**config.mk**
```make
export PLATFORM = sky130hd
export DESIGN_NAME = exibidor_bcd_7seg_flat
export DESIGN_NICKNAME = d
export VERILOG_FILES = /design/src/rtl/exibidor_bcd_7seg_pkg.sv /design/src/rtl/exibidor_bcd_7seg_if.sv /design/src/rtl/exibidor_bcd_7seg_decodificador_7seg.sv /design/src/rtl/exibidor_bcd_7seg.sv /design/src/flat_wrapper.sv
export SDC_FILE = /design/constraint.sdc
export NUM_CORES = 1
export LEC_CHECK = 0
export ABC_AREA = 1
export CORE_ASPECT_RATIO = 1.2
export CORE_UTILIZATION = 60
export DETAILED_ROUTE_END_ITERATION = 8
export DONT_BUFFER_PORTS = 1
export MAX_ROUTING_LAYER = met4
export PLACE_DENSITY = 0.76
export SKIP_LAST_GASP = 1
export SYNTH_ARGS = -nofsm -noshare
export SYNTH_HDL_FRONTEND = slang
export SYNTH_SLANG_ARGS = --single-unit
```
**constraint.sdc**
```tcl
create_clock -name clock -period 3.4 [get_ports clock]
set_input_delay 0.17 -clock clock [delete_from_list [all_inputs] [get_ports clock]]
set_output_delay 0.17 -clock clock [all_outputs]
set_load 0.01 [all_outputs]
```
**src/rtl/exibidor_bcd_7seg_pkg.sv**
```systemverilog
// Shared constants for the BCD seven-segment display block: segment patterns (active-high, gfedcba),
// FSM state encoding and the BCD register sizing helper.
package pkg_exibidor;

    localparam logic [6:0] SEG_0       = 7'b0111111;
    localparam logic [6:0] SEG_1       = 7'b0000110;
    localparam logic [6:0] SEG_2       = 7'b1011011;
    localparam logic [6:0] SEG_3       = 7'b1001111;
    localparam logic [6:0] SEG_4       = 7'b1100110;
    localparam logic [6:0] SEG_5       = 7'b1101101;
    localparam logic [6:0] SEG_6       = 7'b1111101;
    localparam logic [6:0] SEG_7       = 7'b0000111;
    localparam logic [6:0] SEG_8       = 7'b1111111;
    localparam logic [6:0] SEG_9       = 7'b1101111;
    localparam logic [6:0] SEG_MENOS   = 7'b1000000;
    localparam logic [6:0] SEG_E       = 7'b1111001;
    localparam logic [6:0] SEG_APAGADO = 7'b0000000;

    typedef enum logic [1:0] {
        OCIOSO   = 2'd0,
        DESLOCA  = 2'd1,
        FINALIZA = 2'd2
    } estado_t;

    // Decimal digits needed to hold any WIDTH-bit unsigned value (log10(2) ~ 0.3).
    function automatic int n_bcd(input int width);
        return (width * 3) / 10 + 1;
    endfunction

endpackage

```
**src/rtl/exibidor_bcd_7seg_if.sv**
```systemverilog
// Start/value request and display result bundle between a value source and the 7-seg converter.
// master drives the request, slave (the converter) drives status and segments.
interface exibidor_bcd_7seg_if #(
    parameter int WIDTH    = 32,
    parameter int N_DIGITS = 8
);
    logic                  start;
    logic [WIDTH-1:0]      valor;
    logic                  com_sinal;
    logic                  busy;
    logic                  done;
    logic                  overflow;
    logic [7*N_DIGITS-1:0] segs;

    modport master (
        output start, valor, com_sinal,
        input  busy, done, overflow, segs
    );

    modport slave (
        input  start, valor, com_sinal,
        output busy, done, overflow, segs
    );
endinterface

```
**src/rtl/exibidor_bcd_7seg_decodificador_7seg.sv**
```systemverilog
// Purpose: one BCD nibble to an active-high gfedcba segment pattern; codes above 9 show blank.
// Latency: combinational.
// Backpressure: none.
module decodificador_7seg
    import pkg_exibidor::*;
(
    input  logic [3:0] bcd,
    output logic [6:0] seg
);
    always_comb begin
        seg = SEG_APAGADO;
        case (bcd)
            4'd0: seg = SEG_0;
            4'd1: seg = SEG_1;
            4'd2: seg = SEG_2;
            4'd3: seg = SEG_3;
            4'd4: seg = SEG_4;
            4'd5: seg = SEG_5;
            4'd6: seg = SEG_6;
            4'd7: seg = SEG_7;
            4'd8: seg = SEG_8;
            4'd9: seg = SEG_9;
            default: seg = SEG_APAGADO;
        endcase
    end
endmodule

```
**src/rtl/exibidor_bcd_7seg.sv**
```systemverilog
// Purpose: sequential double-dabble binary-to-decimal converter driving N_DIGITS seven-segment displays.
// Latency: done rises WIDTH+2 cycles after the edge that samples start; segs/overflow update on that edge.
// Backpressure: start is accepted only while busy=0; requests while busy are dropped, not queued.
module exibidor_bcd_7seg
    import pkg_exibidor::*;
#(
    parameter int WIDTH           = 32,
    parameter int N_DIGITS        = 8,
    parameter int SEG_ATIVO_BAIXO = 1
) (
    input logic                clock,
    input logic                reset_n,
    exibidor_bcd_7seg_if.slave bus
);
    localparam int ND = n_bcd(WIDTH);
    localparam int BW = 4 * ND;
    localparam int CW = $clog2(WIDTH + 1);
    localparam logic [7*N_DIGITS-1:0] MASCARA = (SEG_ATIVO_BAIXO != 0) ? '1 : '0;

    estado_t               estado, prox;
    logic [WIDTH-1:0]      bin_r;
    logic [BW-1:0]         bcd_r;
    logic [CW-1:0]         cnt;
    logic                  neg_r;
    logic                  done_r;
    logic                  ovf_r;
    logic [7*N_DIGITS-1:0] segs_r;

    logic [BW-1:0]         bcd_adj;
    logic [6:0]            dec_seg [N_DIGITS];
    logic [7*N_DIGITS-1:0] fmt_segs;
    logic                  fmt_ovf;
    int                    sig;

    always_ff @(posedge clock or negedge reset_n) begin
        if (!reset_n) estado <= OCIOSO;
        else          estado <= prox;
    end

    // DESLOCA lingers one extra cycle after the last shift so done lands at WIDTH+2.
    always_comb begin
        prox = estado;
        case (estado)
            OCIOSO:   if (bus.start) prox = DESLOCA;
            DESLOCA:  if (cnt == CW'(WIDTH)) prox = FINALIZA;
            FINALIZA: prox = OCIOSO;
            default:  prox = OCIOSO;
        endcase
    end

    always_comb begin
        bcd_adj = bcd_r;
        for (int k = 0; k < ND; k++) begin
            if (bcd_r[4*k +: 4] >= 4'd5) bcd_adj[4*k +: 4] = bcd_r[4*k +: 4] + 4'd3;
        end
    end

    always_ff @(posedge clock or negedge reset_n) begin
        if (!reset_n) begin
            bin_r  <= '0;
            bcd_r  <= '0;
            cnt    <= '0;
            neg_r  <= 1'b0;
            done_r <= 1'b0;
            ovf_r  <= 1'b0;
            segs_r <= {N_DIGITS{SEG_APAGADO}} ^ MASCARA;
        end else begin
            done_r <= 1'b0;
            case (estado)
                OCIOSO: if (bus.start) begin
                    neg_r <= bus.com_sinal & bus.valor[WIDTH-1];
                    bin_r <= (bus.com_sinal & bus.valor[WIDTH-1]) ? -bus.valor : bus.valor;
                    bcd_r <= '0;
                    cnt   <= '0;
                end
                DESLOCA: if (cnt != CW'(WIDTH)) begin
                    bcd_r <= {bcd_adj[BW-2:0], bin_r[WIDTH-1]};
                    bin_r <= {bin_r[WIDTH-2:0], 1'b0};
                    cnt   <= cnt + 1'b1;
                end
                FINALIZA: begin
                    done_r <= 1'b1;
                    ovf_r  <= fmt_ovf;
                    segs_r <= fmt_segs ^ MASCARA;
                end
                default: ;
            endcase
        end
    end

    for (genvar g = 0; g < N_DIGITS; g++) begin : g_dig
        if (g < ND) begin : g_dec
            decodificador_7seg u_dec (
                .bcd (bcd_r[4*g +: 4]),
                .seg (dec_seg[g])
            );
        end else begin : g_vazio
            assign dec_seg[g] = SEG_APAGADO;
        end
    end

    // sig = position of the most significant nonzero digit plus one; a zero value still shows one digit.
    always_comb begin
        sig = 1;
        for (int k = 0; k < ND; k++) begin
            if (bcd_r[4*k +: 4] != 4'd0) sig = k + 1;
        end
        fmt_ovf  = (sig + (neg_r ? 1 : 0)) > N_DIGITS;
        fmt_segs = '0;
        for (int i = 0; i < N_DIGITS; i++) begin
            if (fmt_ovf)              fmt_segs[7*i +: 7] = SEG_E;
            else if (i < sig)         fmt_segs[7*i +: 7] = dec_seg[i];
            else if (neg_r && i == sig) fmt_segs[7*i +: 7] = SEG_MENOS;
            else                      fmt_segs[7*i +: 7] = SEG_APAGADO;
        end
    end

    assign bus.busy     = (estado != OCIOSO);
    assign bus.done     = done_r;
    assign bus.overflow = ovf_r;
    assign bus.segs     = segs_r;
endmodule

```
**src/flat_wrapper.sv**
```systemverilog
// flat-port wrapper written by rule: the top's interface ports become plain ports
module exibidor_bcd_7seg_flat import pkg_exibidor::*;
#(
    parameter int WIDTH           = 32,
    parameter int N_DIGITS        = 8,
    parameter int SEG_ATIVO_BAIXO = 1
)
  (clock, reset_n, bus_start, bus_valor, bus_com_sinal, bus_busy, bus_done, bus_overflow, bus_segs);
  exibidor_bcd_7seg_if #(.WIDTH(WIDTH), .N_DIGITS(N_DIGITS)) bus_i ();
  input logic clock;
  input logic reset_n;
  input wire logic [$bits(bus_i.start)-1:0] bus_start;
  input wire logic [$bits(bus_i.valor)-1:0] bus_valor;
  input wire logic [$bits(bus_i.com_sinal)-1:0] bus_com_sinal;
  output wire logic [$bits(bus_i.busy)-1:0] bus_busy;
  output wire logic [$bits(bus_i.done)-1:0] bus_done;
  output wire logic [$bits(bus_i.overflow)-1:0] bus_overflow;
  output wire logic [$bits(bus_i.segs)-1:0] bus_segs;
  assign bus_i.start = bus_start;
  assign bus_i.valor = bus_valor;
  assign bus_i.com_sinal = bus_com_sinal;
  assign bus_busy = bus_i.busy;
  assign bus_done = bus_i.done;
  assign bus_overflow = bus_i.overflow;
  assign bus_segs = bus_i.segs;
  exibidor_bcd_7seg #(.WIDTH(WIDTH), .N_DIGITS(N_DIGITS), .SEG_ATIVO_BAIXO(SEG_ATIVO_BAIXO)) u_core (.clock(clock), .reset_n(reset_n), .bus(bus_i));
endmodule
```
# --- After elaboration in Yosys (flattened, before gate mapping) ---
# Memory sizes are Yosys's and may differ from the RTL's.
# Cells that the tools add are included.
op_classes:
  bitwise_logic: 2
  n_reduce_logical: 24
  n_mux: 58
  add_sub_neg: 13
  magnitude_cmp: 19
  eq_ne: 14
ops:
  columns: ["cell", "count"]
  rows:
  - ["$mux W32", 11]
  - ["$mux W7", 24]
  - ["$eq A4 B32 Y1 const A", 4]
  - ["$lt A4 B32 Y1 const A", 4]
  - ["$mux W40", 2]
  - ["$pmux W40 S2", 1]
  - ["$eq A3 B32 Y1 const A", 2]
  - ["$lt A3 B32 Y1 const A", 2]
  - ["$pmux W32 S2", 1]
  - ["$not A56 Y56", 1]
  - ["$ge A4 B3 Y1 const B", 10]
  - ["$add A4 B2 Y4 const B", 9]
  - ["$mux W4", 9]
  - ["$reduce_bool A4 Y1", 9]
  - ["$add A32 B32 Y32", 1]
  - ["$eq A2 B32 Y1 const A", 1]
  - ["$gt A32 B5 Y1 const B", 1]
  - ["$logic_not A32 Y1", 1]
  - ["$lt A1 B32 Y1 const A", 1]
  - ["$lt A2 B32 Y1 const A", 1]
  - ["$neg A32 Y32", 1]
  - ["$mux W6", 2]
  - ["$pmux W6 S2", 1]
  - ["$logic_and A1 B1 Y1", 8]
  - ["other kinds (17)", 23]
totals:
  mem_count: 8
  elab_cells: 146
  ff_bits: 139
  romBits: 896
  output_inout_bits: 59
memory_table:
  columns: ["name", "words", "width", "rd", "rd_clocked_by_memory_dff", "write_ports", "line_no", "source"]
  rows:
  - ["(name not given)", 16, 7, 1, 0, 0, "exibidor_bcd_7seg_decodificador_7seg.sv:12", "case (bcd)"]
  - ["(name not given)", 16, 7, 1, 0, 0, "exibidor_bcd_7seg_decodificador_7seg.sv:12", null]
  - ["(name not given)", 16, 7, 1, 0, 0, "exibidor_bcd_7seg_decodificador_7seg.sv:12", null]
  - ["(name not given)", 16, 7, 1, 0, 0, "exibidor_bcd_7seg_decodificador_7seg.sv:12", null]
  - ["(name not given)", 16, 7, 1, 0, 0, "exibidor_bcd_7seg_decodificador_7seg.sv:12", null]
  - ["(name not given)", 16, 7, 1, 0, 0, "exibidor_bcd_7seg_decodificador_7seg.sv:12", null]
  - ["+2 memories", null, null, null, null, null, null, null]

# --- Depth between registers and ports, before layout ---
# Gate-level depths: netlist of the first run.
depth:
  depth_word: 16
  ltp_mapped: 23
  depth_no_buf: 22

# --- Cells and area by module ---
# A second synthesis of the first run with hierarchy kept.
hier_totals:
  cells_unflattened: 1242
  hier_area_um2: 9342.7
by_module_without_submodules:
  columns: ["mod", "cells_per_inst", "n_inst", "seq_area_each_um2", "area_per_inst_um2"]
  rows:
  - ["exibidor_bcd_7seg", 930, 1, 3548.4, 7661.1]
  - ["decodificador_7seg", 39, 8, 0.0, 210.2]

# --- Worst setup path before layout of the first run ---
# Ideal clock, no wire load.
synth_timing:
  kind: "register to register"
  from: "reg u_core.bcd_r[8]"
  to: "reg u_core.segs_r[43], in the netlist u_core.bus.segs[43]"
  path_buffers: 1
  path_stages_with_launch: 23
  path_slack_ps: 610
  arrival_ps: 2714
  required_ps: 3324
  synth_period_minus_slack_ps: 2790
  path_cell_list: "dfrtp_1 inv_1 ha_1 inv_1 nor2_2 nand2_1 nand2_1 nand2_1 nand2_1 nand2_1 nand2_1 nand2_1 nand2_1 inv_1 ha_1 ha_1 nor2_1 nand3_2 nand3_4 nand2_4 buf_6 nor2_2 nor2_1"
synth_between:
  elab_chain_len: 13
  word_cells_on_any_way: 15
  classes_between: "add/sub: 1; order compare: 2; mux: 10; bitwise: 1; reduce/logical: 1"
synth_lines:
  columns: ["item", "line_no", "source"]
  rows:
  - ["start, declared", "exibidor_bcd_7seg.sv:22", "logic [BW-1:0] bcd_r;"]
  - ["start signal, assigned", "exibidor_bcd_7seg.sv:77", "bcd_r <= {bcd_adj[BW-2:0], bin_r[WIDTH-1]};"]
  - ["$reduce_bool A4 Y1 *", "exibidor_bcd_7seg.sv:106", "if (bcd_r[4*k +: 4] != 4'd0) sig = k + 1;"]
  - ["$mux W32 * (8 in a row)", "exibidor_bcd_7seg.sv:106", null]
  - ["$add A32 B32 Y32 or $lt A4 B32 Y1 (tied branches)", "exibidor_bcd_7seg.sv:108, exibidor_bcd_7seg.sv:112", null]
  - ["$gt A32 B5 Y1 or $mux W7 (tied branches)", "exibidor_bcd_7seg.sv:108, exibidor_bcd_7seg.sv:112", null]
  - ["$mux W7 *", "exibidor_bcd_7seg.sv:111", "if (fmt_ovf) fmt_segs[7*i +: 7] = SEG_E;"]
  - ["$not A56 Y56 (no line) *", null, null]
  - ["end signal, assigned", "exibidor_bcd_7seg.sv:66", "segs_r <= {N_DIGITS{SEG_APAGADO}} ^ MASCARA;"]
  - ["end signal, assigned", "exibidor_bcd_7seg.sv:84", "segs_r <= fmt_segs ^ MASCARA;"]
  - ["end, declared", "exibidor_bcd_7seg.sv:27", "logic [7*N_DIGITS-1:0] segs_r;"]
# Mark *: on every way between the ends. The rest lies on a longest branch, timed or not.
# A chain may end at the register's enable or synchronous reset.

# --- Final worst setup path of the first run ---
layout_timing:
  from: "reg u_core.bcd_r[8]"
  to: "reg u_core.segs_r[42], in the netlist u_core.bus.segs[42]"
# Same word-level chain as after synthesis.

==> metrics, run 1 <==
vias in the first global route 7412; P per Cell Area between 700 and 800 nW/um^2; Post-Syn Instances 1198; max cap viols 0; first-pass GRT wire length 35960 um; distinct cell type count after synthesis 47; largest net degree at the start of global routing 140; DR pass1 iterations 5; TritonCTS clock tree yes; Fin. Hold Viols 0; RR Endpoint u_core.bus.segs[42]; Nets 1304; CTS buffer count 17; final WL ~22000 um; final clock period utilization by the worst path roughly nine tenths; final core occ ~70%; Setup WS pre-CTS 0.1515 ns; crit path DAT 3.47 ns; Worst slew margin 43.87%; IO Pins 95; Post-Syn Nets ~1300; outcome completed; Syn-to-layout area delta 11.43%; Yosys top cell by area dfrtp_1; minimum clock period 3.106 ns; Core Box Area 14530 um^2; Hold EP u_core.bin_r[20]; clock sinks 139; skew final around 0.012 ns; Residual DRC 0; Worst VDD drop 0.3161 mV; clock root buffer clkbuf_16; area of the multi-input gates between 4000 and 5000 um^2; top-area cell type share of the netlist area 23.00%; Post-synth EDFFs 0; via count 8133; Vias per Instance 5.711; Die X 114.0 um; reg-to-reg slack, setup 0.29 ns; initial antenna violation count 0; register area share after synthesis about two fifths; most common cell in the netlist nand2_1; min setup slack post-route around 0.29 ns; Async SR Flop Fraction 100.0%; CTS max path bufs 2; Worst-Margin Slew 0.8411 ns; critical path type flip-flop to flip-flop; register area 3548 um^2; ratio of cells with drive above 1 in the final layout 13.40%; endpoints failing setup 0; Top FF cell, synth dfrtp_1; fmax about 320 MHz; Initial Util 62.12%; diode count 0; crit-path max FO 12; post-DP HPWL about 15000 um; Startpoint Class flip-flop; chip height 136.4 um; RSZ-0062 raised after global routing yes; gr ovfl total 0; hold depth 4; Die ar. 15540 um^2; top cells by area, synth dfrtp_1 (23%), dfstp_2 (16%), nand2_1 (12%); num rows 48; top cells by count, synth nand2_1 (284), nor2_1 (128), o21ai_0 (117); H-tree depth 4; Slew Viols, Final 0; Worst-path clk slew about 0.06 ns; Critical Path Sink Type flip-flop; Buffers on Ports 0; Worst R2R Start u_core.bcd_r[8]; WL/cell roughly 16 um; syn_area_per_cell 7.536 um^2; R2R depth 23; worst hold path type primary input to flip-flop; P_leak between 0.004 and 0.005 uW; Fillers 1218; 1st-iter DRT viols 668; post-synthesis cell area 9029 um^2; Antenna Violating Nets Remaining 0; synthesized flop and latch total 139; Hold Startpoint bus_valor[20]; final RePlAce weighted congestion between 0.9 and 1; Final Total Pwr 7267 uW; GR Util All Layers between 30% and 40%; synth warn 0; Worst EP required between 3 and 4 ns; Skew-Pair Late Insertion Delay 0.44 ns
## metal layers
metal	track usage [%]	vias to the layer above	wire length, um
li1	-	4040	-
met1	37.55	3747	9779
met2	47.27	302	10290
met3	8.382	44	1489
met4	10.97	0	539
met5	-	-	0
## timing repair
| item | CTS | global route |
|---|---|---|
| endpoints found under the setup margin | 0 | 47 |
| buffers inserted | 0 | 3 |
| gates resized for setup | 0 | 3 |
| hold endpoints to repair | 158 | 0 |
| hold buffers | 21 | 0 |
## per-stage QoR
stage                     cell area (um^2)  setup TNS, ns  hold WS (ns)  instances
final                                10060              0       0.01247       1424
after global routing                 10060       -0.09780       0.02404       1424
after CTS                             9992              0      0.001494       1419
after detailed placement              9163              0       -0.1227       1366
after global placement                9163              0       -0.1226       1366
after floorplan                       9029              0       -0.1256       1198
## worst max-delay path, cell delays in order, from the launching register on
cell and delay, ns:
dfrtp_1 0.43, inv_1 0.17, ha_2 0.24, inv_1 0.06
nor2_2 0.13, nand2_1 0.06, nand2_1 0.05, nand2_1 0.06
nand2_1 0.05, nand2_1 0.04, nand2_1 0.05, nand2_1 0.08
nand2_1 0.15, inv_1 0.09, ha_1 0.20, ha_1 0.20
nand3b_1 0.17, nand3_2 0.15, nand2_4 0.06, nor2_4 0.24
nor2_4 0.07, buf_12 0.16, o21ai_2 0.05, nand2_1 0.07
## how the worst max path moves through the flow
stage	from	endpoint	slack, ns	depth (start not counted)
4_1_cts	u_core.bcd_r[9]	u_core.bus.segs[27]	0.14	22
3_3_place_gp	u_core.bcd_r[8]	u_core.bus.segs[27]	0.27	22
5_1_grt	u_core.bcd_r[9]	u_core.bus.segs[16]	-0.02	22
6_report	u_core.bcd_r[8]	u_core.bus.segs[42]	0.29	23
2_1_floorplan	u_core.bcd_r[8]	u_core.bus.segs[43]	0.61	22
3_5_place_dp	u_core.bcd_r[8]	u_core.bus.segs[27]	0.15	22
## power by group
part | switching (uW) | total [uW] | internal (uW)
sequential | 353 | 2260 | 1910
combinational | 1980 | 3100 | 1120
clock | 744 | 1900 | 1160
total | 3080 | 7270 | 4180
## cells in the final DEF, fill, tap and decap left out, drive strengths merged, types with 2 or more instances in the layout
master	n
a21oi	80
a31oi	17
buf	12
bufinv	3
clkbuf	19
clkinv	6
clkinvlp	4
dfrtp	83
dfstp	56
dlygate4sd3	20
ha	57
inv	119
nand2	291
nand3	76
nand3b	3
nand4	17
nor2	142
nor3	16
o2111ai	5
o211ai	17
o21ai	139
o221ai	2
o22ai	12
o31ai	2
o32ai	4
or2	6
xor2	8
## flip-flops by register name (all words and copies together) (netlist names)
name                 cells
u_core.estado            2
u_core.bin_r            32
u_core.bcd_r            40
u_core.bus.done          1
u_core.bus.overflow      1
u_core.cnt               6
u_core.bus.segs         56
u_core.neg_r             1
## kinds of logic (layout without fill, tap and decap cells)
| group | Yosys count | count (layout) | synth area share (%) |
|---|---|---|---|
| simple gates | 551 | 553 | 26.72 |
| compound gates | 283 | 283 | 18.20 |
| buf+inv | 159 | 183 | 7.012 |
| flops | 139 | 139 | 39.30 |
| fa+ha+maj | 57 | 57 | 7.899 |
| xor+xnor | 9 | 9 | 0.8731 |
## layout make-up
class / instances / area share, %
flip-flops and latches: 139 / 35.27
well taps: 200 / 2.487
multi-input cells: 902 / 48.59
inverters: 119 / 4.465
clock inverters: 13 / 1.679
clock buffers: 19 / 4.303
repair buffers: 32 / 3.209
Note: power is estimated with default switching activity, not from simulation.
==> inputs of run 2 (changes only) <==
==> constraint.sdc (replaced) <==
create_clock -name clock -period 3.7 [get_ports clock]
set_input_delay 0.185 -clock clock [delete_from_list [all_inputs] [get_ports clock]]
set_output_delay 0.185 -clock clock [all_outputs]
set_load 0.01 [all_outputs]
==> run 2 against run 1 <==
Clock-buffer cell count is the same. Global-route usage is 0.85 points lower. Fmax fell by 4.3%. Critical path type unchanged.
==> metrics, run 2 (synthesis gave the netlist of run 1 again) <==
first-pass GRT wire length 35040 um (-2.6%); DR pass1 iterations 5 (unchanged); Nets 1292 (-0.92%); vias in the first global route 7398 (-0.19%); final WL 21200 um (-4.1%); clock share of power 27.2% (+1.0 points); gr ovfl total 0 (unchanged); P per Cell Area 666.7 nW/um^2 (-7.7%); Skew-Pair Late Insertion Delay 0.43 ns (about the same); Die X 114.0 um (unchanged); P_leak 0.004714 uW (-0.45%); switching power total 2741 uW (-11%); final std cells w/o fill 1412 (-0.84%); Critical Path Sink Type flip-flop; final RePlAce weighted congestion 0.8961 (-0.86%); 1st-iter DRT viols 700 (+4.8%); IO Pins 95 (unchanged); Seq pwr share 31.2% (about the same); Antenna Violating Nets Remaining 0 (unchanged); GR Util All Layers 29.43% (-0.85 points); Die ar. 15540 um^2 (unchanged); post-DP HPWL 14510 um (-0.47%); Worst-Margin Slew 0.8775 ns (+0.03640 ns); cell-internal power 3891 uW (-7.0%); diode count 0 (unchanged); critical path type flip-flop to flip-flop; worst hold path type primary input to flip-flop; DP Cell Count 1365 (-0.073%); Startpoint Class flip-flop; WP buf/inv 3 (-1); clock sinks 139 (unchanged); RSZ-0062 raised after global routing no; Comb pwr share 41.5% (-1.2 points); Slew Viols, Final 0 (unchanged); switching share of power 41.33% (-1.1 points); Fin Hold WS 0.01398 ns (+0.001513 ns); fmax 307.9 MHz (-4.3%); largest net degree at the start of global routing 140 (unchanged); Post-CTS Setup Bufs 0 (unchanged); Worst VDD drop 0.3065 mV (-3.0%); Fillers 1255 (+3.0%); Residual DRC 0 (unchanged); Buffers on Ports 0 (unchanged); TritonCTS clock tree yes; Vias per Instance 5.620 (-1.6%); final clock period utilization by the worst path 87.77% (-3.6 points); minimum clock period 3.248 ns (+0.1412 ns); Initial Util 62.12% (unchanged); Worst slew margin 41.44% (-2.4 points); commonest non-fill, non-tap cells in the layout nand2_1 (282), nor2_1 (127), o21ai_0 (117), inv_1 (109), dfrtp_1 (83); skew final 0.008623 ns (-0.003424 ns); max reg flops 56 (unchanged); most frequent CP cell nand2_1; initial antenna violation count 0 (unchanged); Worst EP required 4.07 ns (+0.31 ns); Critical Path Slowest Stage Cell dfrtp_1; num rows 48 (unchanged); commonest non-fill, non-tap cell in the layout nand2_1; crit path DAT 3.62 ns (+0.15 ns); WL/cell 15.01 um (-3.3%); CTS max path bufs 2 (unchanged); register area 3548 um^2 (unchanged); Fin Setup TNS 0 ns (unchanged); worst path cell trace inv_1, ha_1, inv_1, nor2_2, nand2_1, nand2_1, nand2_1, nand2_1, nand2_1, nand2_1, nand2_1, nand2_1, inv_1, ha_1, ha_1, nor2_1, nand3_2, nand3_4, nand2_4, nor2_1, nand2_1, nand2_1; ratio of cells with drive above 1 in the final layout 12.95% (-0.44 points); via count 7935 (-2.4%); Syn-to-layout area delta 10.17%; CP peak stage delay 0.42 ns (about the same); clock root buffer clkbuf_16; delay-heaviest family, CP simple AND/OR/NAND/NOR gates; outcome completed; Fin. Hold Viols 0 (unchanged); CTS buffer count 17 (unchanged); area of the multi-input gates 4855 um^2 (-0.69%); Worst-path clk slew 0.06 ns (about the same); crit-path max FO 23 (+11); chip height 136.4 um (unchanged); Core Box Area 14530 um^2 (unchanged); max cap viols 0 (unchanged); endpoints failing setup 0 (unchanged); H-tree depth 4 (unchanged)
run 2: worst reg2reg max path: cells and delay by family (launching register included):
| kind | cells | cell delay (ns) |
|---|---|---|
| fa+ha+maj | 3 | 0.73 |
| buf+inv | 3 | 0.32 |
| flops | 1 | 0.42 |
| simple gates | 16 | 1.71 |
run 2: layer usage:
metal,global-route usage [%],vias up,part of all wire (%)
met1,36.84,3648,44
met3,6.331,29,6.5
met4,9.668,0,1.7
met5,-,-,0
li1,-,4000,-
met2,47.41,258,47
run 2: final timing paths:
path / startpoint / end / slack (ns) / cells past startpoint
min in group asynchronous: reset_n / u_core.bus.done / 0.45 / 2
setup reg to reg: u_core.bcd_r[8] / u_core.bus.segs[27] / 0.45 / 22
hold reg to reg: u_core.bin_r[11] / u_core.bin_r[11] / 0.48 / 2
setup / recovery: u_core.bcd_r[8] / u_core.bus.segs[27] / 0.45 / 22
hold / removal: bus_valor[7] / u_core.bin_r[7] / 0.01 / 3
max in group asynchronous: reset_n / u_core.bcd_r[29] / 2.77 / 2
run 2: layout make-up:
| type | instances | area share [%] |
|---|---|---|
| multi-input cells | 900 | 48.81 |
| clock buffers | 19 | 4.352 |
| well taps | 200 | 2.516 |
| inverters | 119 | 4.516 |
| repair buffers | 22 | 2.214 |
| clock inverters | 13 | 1.925 |
| flip-flops and latches | 139 | 35.67 |
run 2: what timing repair did:
action / 4_1_cts / 5_1_grt
hold buffers: 15 / 0
resized for setup: 0 / 0
endpoints found under the setup margin: 0 / 0
hold endpoints to repair: 152 / 0
run 2: power by group through the flow:
| stage | logic (uW) | clock network [uW] | registers [uW] |
|---|---|---|---|
| floorplan | 2190 | 0 | 1990 |
| global placement | 2650 | 0 | 2080 |
| detailed placement | 2670 | 0 | 2090 |
| CTS | 2730 | 1830 | 2070 |
| global route | 3150 | 1900 | 2110 |
| finish | 2750 | 1810 | 2070 |
run 2: stage by stage:
| step | setup slack [ns] | util, % | cell area (um^2) | total power (uW) |
|---|---|---|---|---|
| finish | 0.4525 | 68.44 | 9947 | 6632 |
| detailed placement | 0.4499 | 62.99 | 9155 | 4754 |
| floorplan | 0.9098 | - | 9029 | 4174 |
| CTS | 0.4406 | 68.44 | 9947 | 6630 |
| global placement | 0.5623 | 62.99 | 9155 | 4733 |
| global route | 0.06804 | 68.44 | 9947 | 7159 |
